==> src/rtl/riscv_fetch_queue.sv <==
// Instruction prefetch queue: issues sequential imem reads, buffers {pc,instr} pairs, and hands them to decode.
// Optional perf counters are built when the FETCH_PERF_EN macro is defined.
module riscv_fetch_queue #(
  parameter int          DEPTH      = 4,
  parameter int          IMEM_WORDS = 56,
  parameter logic [31:0] EOF_WORD   = 32'hFFFF_FFFF
) (
  input  logic        CLOCK_50,
  input  logic        rst,
  output logic        imem_rd_en,
  output logic [31:0] imem_index,
  input  logic [31:0] imem_data,
  input  logic        redirect,
  input  logic [31:0] redirect_pc,
  input  logic        id_ready,
  output logic        id_valid,
  output logic [31:0] id_instr,
  output logic [31:0] id_pc,
  output logic        halted,
  output logic [31:0] fetch_count,
  output logic [31:0] bubble_count
);

  localparam int          PW         = (DEPTH > 1) ? $clog2(DEPTH) : 1;
  localparam int          CW         = $clog2(DEPTH + 1);
  localparam logic [CW:0] DEPTH_OCC  = (CW + 1)'(DEPTH);
  localparam logic [31:0] IMEM_LIMIT = 32'(IMEM_WORDS);

  logic [31:0]   fetch_pc_q, fetch_pc_d;
  logic [CW-1:0] count_q, count_d;
  logic [PW-1:0] wr_ptr_q, wr_ptr_d;
  logic [PW-1:0] rd_ptr_q, rd_ptr_d;
  logic          inflight_q, inflight_d;
  logic [31:0]   inflight_pc_q, inflight_pc_d;
  logic          halted_q, halted_d;
  logic [31:0]   last_instr_q, last_instr_d;
  logic [31:0]   last_pc_q, last_pc_d;
  logic [31:0]   pc_mem_q    [DEPTH];
  logic [31:0]   instr_mem_q [DEPTH];

  logic [CW:0] occupancy;
  logic        in_range;
  logic        issue;
  logic        push;
  logic        pop;
  logic        eof_push;
  logic [31:0] head_instr;
  logic [31:0] head_pc;

  // A pop in the same cycle does not free a slot for issue: occupancy counts the inflight response.
  assign occupancy  = {1'b0, count_q} + {{CW{1'b0}}, inflight_q};
  assign in_range   = (fetch_pc_q >> 2) < IMEM_LIMIT;
  assign issue      = !rst && !halted_q && !redirect && (occupancy < DEPTH_OCC) && in_range;
  assign push       = inflight_q && !redirect && !rst;
  assign eof_push   = push && (imem_data == EOF_WORD);
  assign pop        = id_valid && id_ready;

  assign head_instr = instr_mem_q[rd_ptr_q];
  assign head_pc    = pc_mem_q[rd_ptr_q];

  assign imem_rd_en = issue;
  assign imem_index = fetch_pc_q >> 2;
  assign id_valid   = (count_q != '0) && !redirect && !rst;
  assign id_instr   = rst ? 32'h0 : ((count_q != '0) ? head_instr : last_instr_q);
  assign id_pc      = rst ? 32'h0 : ((count_q != '0) ? head_pc : last_pc_q);
  assign halted     = halted_q && !rst;

  always_comb begin
    fetch_pc_d    = fetch_pc_q;
    count_d       = count_q;
    wr_ptr_d      = wr_ptr_q;
    rd_ptr_d      = rd_ptr_q;
    inflight_d    = 1'b0;
    inflight_pc_d = inflight_pc_q;
    halted_d      = halted_q;
    last_instr_d  = last_instr_q;
    last_pc_d     = last_pc_q;
    if (redirect) begin
      // Flush everything, including a response still on its way back.
      fetch_pc_d = redirect_pc & ~32'h3;
      count_d    = '0;
      wr_ptr_d   = '0;
      rd_ptr_d   = '0;
      halted_d   = 1'b0;
    end else begin
      if (issue) begin
        fetch_pc_d    = fetch_pc_q + 32'd4;
        inflight_d    = 1'b1;
        inflight_pc_d = fetch_pc_q;
      end
      // Anything fetched past the end marker is dropped.
      if (eof_push) begin
        inflight_d = 1'b0;
        halted_d   = 1'b1;
      end
      if (!halted_q && !in_range) begin
        halted_d = 1'b1;
      end
      if (push) begin
        wr_ptr_d = wr_ptr_q + PW'(1);
      end
      if (pop) begin
        rd_ptr_d     = rd_ptr_q + PW'(1);
        last_instr_d = head_instr;
        last_pc_d    = head_pc;
      end
      if (push && !pop) begin
        count_d = count_q + CW'(1);
      end else if (pop && !push) begin
        count_d = count_q - CW'(1);
      end
    end
  end

  always_ff @(posedge CLOCK_50) begin
    if (rst) begin
      fetch_pc_q    <= '0;
      count_q       <= '0;
      wr_ptr_q      <= '0;
      rd_ptr_q      <= '0;
      inflight_q    <= 1'b0;
      inflight_pc_q <= '0;
      halted_q      <= 1'b0;
      last_instr_q  <= '0;
      last_pc_q     <= '0;
    end else begin
      fetch_pc_q    <= fetch_pc_d;
      count_q       <= count_d;
      wr_ptr_q      <= wr_ptr_d;
      rd_ptr_q      <= rd_ptr_d;
      inflight_q    <= inflight_d;
      inflight_pc_q <= inflight_pc_d;
      halted_q      <= halted_d;
      last_instr_q  <= last_instr_d;
      last_pc_q     <= last_pc_d;
    end
  end

  // Entry storage needs no reset: a slot is only read after it has been written.
  always_ff @(posedge CLOCK_50) begin
    if (push) begin
      pc_mem_q[wr_ptr_q]    <= inflight_pc_q;
      instr_mem_q[wr_ptr_q] <= imem_data;
    end
  end

`ifdef FETCH_PERF_EN
  logic [31:0] fetch_count_q, fetch_count_d;
  logic [31:0] bubble_count_q, bubble_count_d;

  always_comb begin
    fetch_count_d  = fetch_count_q + {31'b0, pop};
    bubble_count_d = bubble_count_q + {31'b0, (id_ready && !id_valid && !rst)};
  end

  always_ff @(posedge CLOCK_50) begin
    if (rst) begin
      fetch_count_q  <= '0;
      bubble_count_q <= '0;
    end else begin
      fetch_count_q  <= fetch_count_d;
      bubble_count_q <= bubble_count_d;
    end
  end

  assign fetch_count  = rst ? 32'h0 : fetch_count_q;
  assign bubble_count = rst ? 32'h0 : bubble_count_q;
`else
  assign fetch_count  = 32'h0;
  assign bubble_count = 32'h0;
`endif

endmodule

==> config.mk <==
export PLATFORM = sky130hd
export DESIGN_NAME = riscv_fetch_queue
export DESIGN_NICKNAME = d
export VERILOG_FILES = /design/src/rtl/riscv_fetch_queue.sv
export SDC_FILE = /design/constraint.sdc
export NUM_CORES = 1
export LEC_CHECK = 0
export ABC_AREA = 1
export CAP_MARGIN = 20
export CORE_ASPECT_RATIO = 2
export CORE_UTILIZATION = 40
export CTS_BUF_LIST = sky130_fd_sc_hd__clkbuf_4
export DETAILED_ROUTE_END_ITERATION = 6
export PLACE_DENSITY = 0.6
export SLEW_MARGIN = 20
export SYNTH_ARGS = -nofsm -noshare
export SYNTH_HDL_FRONTEND = slang
export SYNTH_SLANG_ARGS = --single-unit
==> constraint.sdc <==
create_clock -name CLOCK_50 -period 8.9 [get_ports CLOCK_50]
set_clock_uncertainty 0.15 [all_clocks]
set_input_delay 1.78 -clock CLOCK_50 [delete_from_list [all_inputs] [get_ports CLOCK_50]]
set_output_delay 1.78 -clock CLOCK_50 [all_outputs]
set_load 0.01 [all_outputs]
* Yosys cells after proc, flatten, opt, wreduce, memory -nomap -nowiden
Memory sizes are Yosys's and may differ from the RTL's. A register that Yosys moved wholly into a read port is not among the register bits.
Index checks and enable logic that the tools add are counted.
Widths: inputs -> output; s select.
** Operators by class
- Add/subtract/negate cells :: 6
- Magnitude comparators :: 2
- Equal/unequal tests :: 1
- Mux-type cells :: 17
- Bitwise logic cells :: 1
- Reduce and logical (&&, ||, !) cells :: 28
** Operators with widths (count)
- $mux 32 :: 6
- $add 32x3->32 const B :: 1
- $eq 32x32->1 const B :: 1
- $lt 30x6->1 const B :: 1
- $logic_and 1x1->1 :: 14
- $mux 2 :: 4
- $logic_not 1->1 :: 6
- $mux 3 :: 2
- $reduce_bool 2->1 :: 3
- $mux 1 :: 5
- $add 2x1->2 const B :: 2
- $add 3x1->4 :: 1
- $lt 4x3->1 const B :: 1
- $reduce_and 2->1 :: 2
- $add 3x1->3 const B :: 1
- $reduce_bool 3->1 :: 1
- $reduce_or 3->1 :: 1
- $sub 3x1->3 const B :: 1
- $reduce_or 2->1 :: 1
- $not 1->1 :: 1
** Word-level totals
- Bits in registers :: 137
- RAM bits :: 256
- Input bits :: 68
- Memories :: 2
** Memories
- instr_mem_q :: words 4, width 32, read ports 1, clocked after Yosys merged registers in 1, wr ports 1, line 39 : logic [31:0] instr_mem_q [DEPTH];
- pc_mem_q :: words 4, width 32, read ports 1, clocked after Yosys merged registers in 1, wr ports 1, line 38 : logic [31:0] pc_mem_q [DEPTH];

* Logic depth before layout (Yosys ltp)
- Word-level depth :: 7
- Depth in mapped cells :: 13
- Mapped depth without buffers :: 11

* Worst setup path after synthesis
Ideal clock, no wire load.
- Path kind :: input port to flip-flop
- Start :: input redirect
- End :: memory instr_mem_q[0][0] (enable)
- Setup time :: 482 ps
- Arrival time :: 4815 ps
- Required time :: 8268 ps
- Path slack :: 3452 ps
- Stages on the path :: 4
- Cell sequence :: buf_4 -> nor2_8 -> nand2_1 -> nor2_1
** Between the ends
- Longest elaborated chain between the ends :: 5
** Ends and longest elaborated chain
- from (decl) :: line 13 : input logic redirect,
- $logic_not 1->1 :: line 54 : assign push = inflight_q && !redirect && !rst;
- $logic_and 1x1->1 (2 in a row) :: line 54
- $mux 1 :: line 141 : if (push) begin
- $mux 1 (implied by the code) :: line 143 : instr_mem_q[wr_ptr_q] <= imem_data;
- to (decl) :: line 39
Every way passes these cells.

* Worst setup path in the final report
- Start :: input rst
- End :: output id_pc[26]
** Between the ends
- Longest elaborated chain between the ends :: 1
** Ends and longest elaborated chain
- from (decl) :: line 9 : input logic rst,
- $mux 32 :: line 65 : assign id_pc = rst ? 32'h0 : ((count_q != '0) ? head_pc : last_pc_q);
- to (decl) :: line 18 : output logic [31:0] id_pc,
Every way passes these cells.

==> results by group <==
Global route
  – First-pass GRT wire length: 58.8 mm
  – Vias in the first global route: 10900
  – Tot GR Track Use: 19.6%
  – Pin count of the biggest net entering global routing: 92
  – Total global routing overflow: 0
  – Antenna violations before repair: 1

STA
  – Period utilisation layout: 68.1%
  – RSZ-0062 raised after global routing: no
  – Tmin final: 6060 ps
  – Slew margin rel.: 33.2%
  – Worst-margin pin slew: 1000 ps
  – Slew Limit Fails: 0
  – Fin. Hold Viols: 0
  – Final Setup Violations: 0
  – Hold_ws: 319 ps
  – Setup TNS: 0 ps
  – Fmax: 165 MHz

Power and ir drop
  – Leakage: 6.79 nW
  – Pwr/cell area: 186 nW/um^2
  – Switching power: 759 uW
  – Switching share of power: 22.3%
  – Sequential share of power: 55.3%
  – VDD IR-drop max: 0.0793 mV
  – Internal Power: 2.65 mW
  – Clock power frac: 41.1%
  – Combinational Power Share: 3.6%

CTS
  – CTS Hold Bufs: 0
  – Number of setup buffers added after CTS: 0
  – Root Driver: clkbuf_4
  – CTS tree: built
  – Clk sinks: 381
  – H-tree depth: 3
  – CTS Buf Count: 88
  – Resized Gates After CTS: 0
  – Clock-pin slew on the worst setup and hold paths: 60 ps
  – Clock Latency Late Sink: 770 ps
  – Clock Path Buffers: 3

Cells and area
  – Commonest non-fill, non-tap cell in the layout: nor2_1
  – Most frequent cells in the layout: 263 x nor2_1, 248 x edfxtp_1, 180 x nand2_1
  – Share of layout cells above drive strength 1: 9.84%
  – Fin nets: 1719
  – P&R area growth vs syn: 18.4%

Placed design
  – GP Congestion: 0.737
  – DPL Wire Length: 22.1 mm
  – Port bufs: 160

Detailed routing
  – Remaining antenna violation count: 0
  – Final WL: 37.9 mm
  – Vias/cell: 5.00
  – Iteration-0 DRC count of the detailed router: 606
  – First-pass DRT Iterations: 5
  – DRC Markers: 0
  – Via count: 11200
  – Avg WL per Cell: 17.0 um

Synthesis
  – Sequential cell area fraction in the yosys report: 65.5%
  – Number of synthesized flops with an enable pin: 248
  – Mapped Cells: 1476
  – Yosys reg bits: 381
  – Async set or reset register ratio after synthesis: 0%
  – Mean Syn Cell Area: 10.5 um^2
  – Distinct cell type count after synthesis: 33
  – Synth warn: 0
  – Mapped cell area: 15400 um^2
  – Most common flop cell mapped by yosys: edfxtp_1

Setup path
  – CP arrival: 4130 ps
  – Reg2reg setup slack: 5790 ps
  – RR Endpoint: last_pc_q[17]
  – CP Max Fanout: 78
  – Origin of the worst setup path: rst
  – Worst setup EP type: output port
  – CP Launch Type: primary input
  – R2R cell count: 6
  – Type of the worst setup path: primary input to output port
  – WP data required: 6970 ps
  – CP endpoint: id_pc[26]

Die
  – Core Region: 38000 um^2
  – # IOs: 231
  – Die Area: 39400 um^2
  – Rows: 101
  – Die W: 141 um
  – Initial Utilization: 40.6%
  – Die H: 280 um

Run status
  – Status: complete, no violations

Run
  – Max cap viols: 0

Worst hold path
  – Min-Delay Path Class: flip-flop to flip-flop
## layout make-up
class,instances,area (um^2)
antenna,1,2.50
clock buffer,127,953
clock inverter,36,194
fill,3465,19800
inverter,37,146
multi-input combinational,961,4510
sequential,381,10100
tap,515,644
timing repair buffer,175,1710
## stage by stage
stage	util [%]	setup slack [ps]	cells	instance area (um^2)	power, mW
final	48.0	2840	2233	18300	3.41
after global placement	45.0	2850	2069	17100	2.04
after floorplan	-	3450	1543	15700	2.00
after detailed placement	45.0	2760	2069	17100	2.05
after global routing	48.0	2420	2233	18300	3.56
after CTS	48.0	2770	2232	18300	3.45
## worst max-delay path: stages
cell	delay [ps]
buf_2	110
clkinv_2	420
buf_4	630
o21ai_0	190
a21oi_1	360
clkdlybuf4s50_1	620
## how the worst min path moves through the flow
stage,startpoint,endpoint,slack (ps),cells after the start
6_report,rd_ptr_q[1],rd_ptr_q[1],320,2
3_3_place_gp,rd_ptr_q[1],rd_ptr_q[1],300,2
5_1_grt,inflight_pc_q[11],inflight_pc_q[11],340,2
4_1_cts,rd_ptr_q[1],flip-flop,320,2
2_1_floorplan,rd_ptr_q[1],flip-flop,290,2
3_5_place_dp,rd_ptr_q[1],rd_ptr_q[1],310,2
## cells in the mapped netlist, drive strengths merged, types with 2 or more instances
| cell | n | share of area, % |
|---|---|---|
| nor2 | 269 | 6.7 |
| edfxtp | 248 | 48 |
| o21ai | 206 | 6.7 |
| nand2 | 181 | 4.5 |
| dfxtp | 133 | 17 |
| a21oi | 121 | 3.9 |
| buf | 100 | 4.6 |
| clkbuf | 64 | 1.6 |
| inv | 35 | 0.88 |
| o22ai | 34 | 1.4 |
| nand3 | 31 | 1.0 |
| a32o | 28 | 1.8 |
| nand4 | 7 | 0.28 |
| ha | 6 | 0.49 |
| xnor2 | 3 | 0.17 |
| clkinv | 2 | 0.049 |
| nor3 | 2 | 0.14 |
| xor2 | 2 | 0.11 |
## routing by layer
metal,up-vias,part of all wire (%),global-route usage [%]
met3,51,4.9,4.58
li1,5414,-,-
met1,5363,37,20.0
met2,331,55,37.0
met5,-,0,0
met4,0,3.3,9.50
## sequential cells by signal, summed over array words and instances (netlist names), 2 cells and up, named ones only
signal	flops
fetch_pc_q	30
instr_mem_q	128
pc_mem_q	120
last_instr_q	32
last_pc_q	30
rd_ptr_q	2
wr_ptr_q	2
inflight_pc_q	30
count_q	3
## cell families (layout without fill, tap and decap cells)
kind of cell	after synthesis	in the layout	synth area share [%]
flip-flops	381	381	65.5
buffers and inverters	201	375	7.10
adder cells (fa/ha/maj)	7	7	0.616
XOR/XNOR	5	5	0.284
other	1	69	0.0243
AND/OR/NAND/NOR	491	491	12.6
AO/OA/AOI/OAI	390	390	13.8
## power groups by stage
stage                     registers [mW]  clock network, mW  logic [mW]
after floorplan                     1.93                  0      0.0733
after global placement              1.92                  0       0.120
after detailed placement            1.92                  0       0.122
after CTS                           1.88               1.44       0.122
after global routing                1.88               1.54       0.134
final                               1.88               1.40       0.121
(Power assumes the default switching activity.)
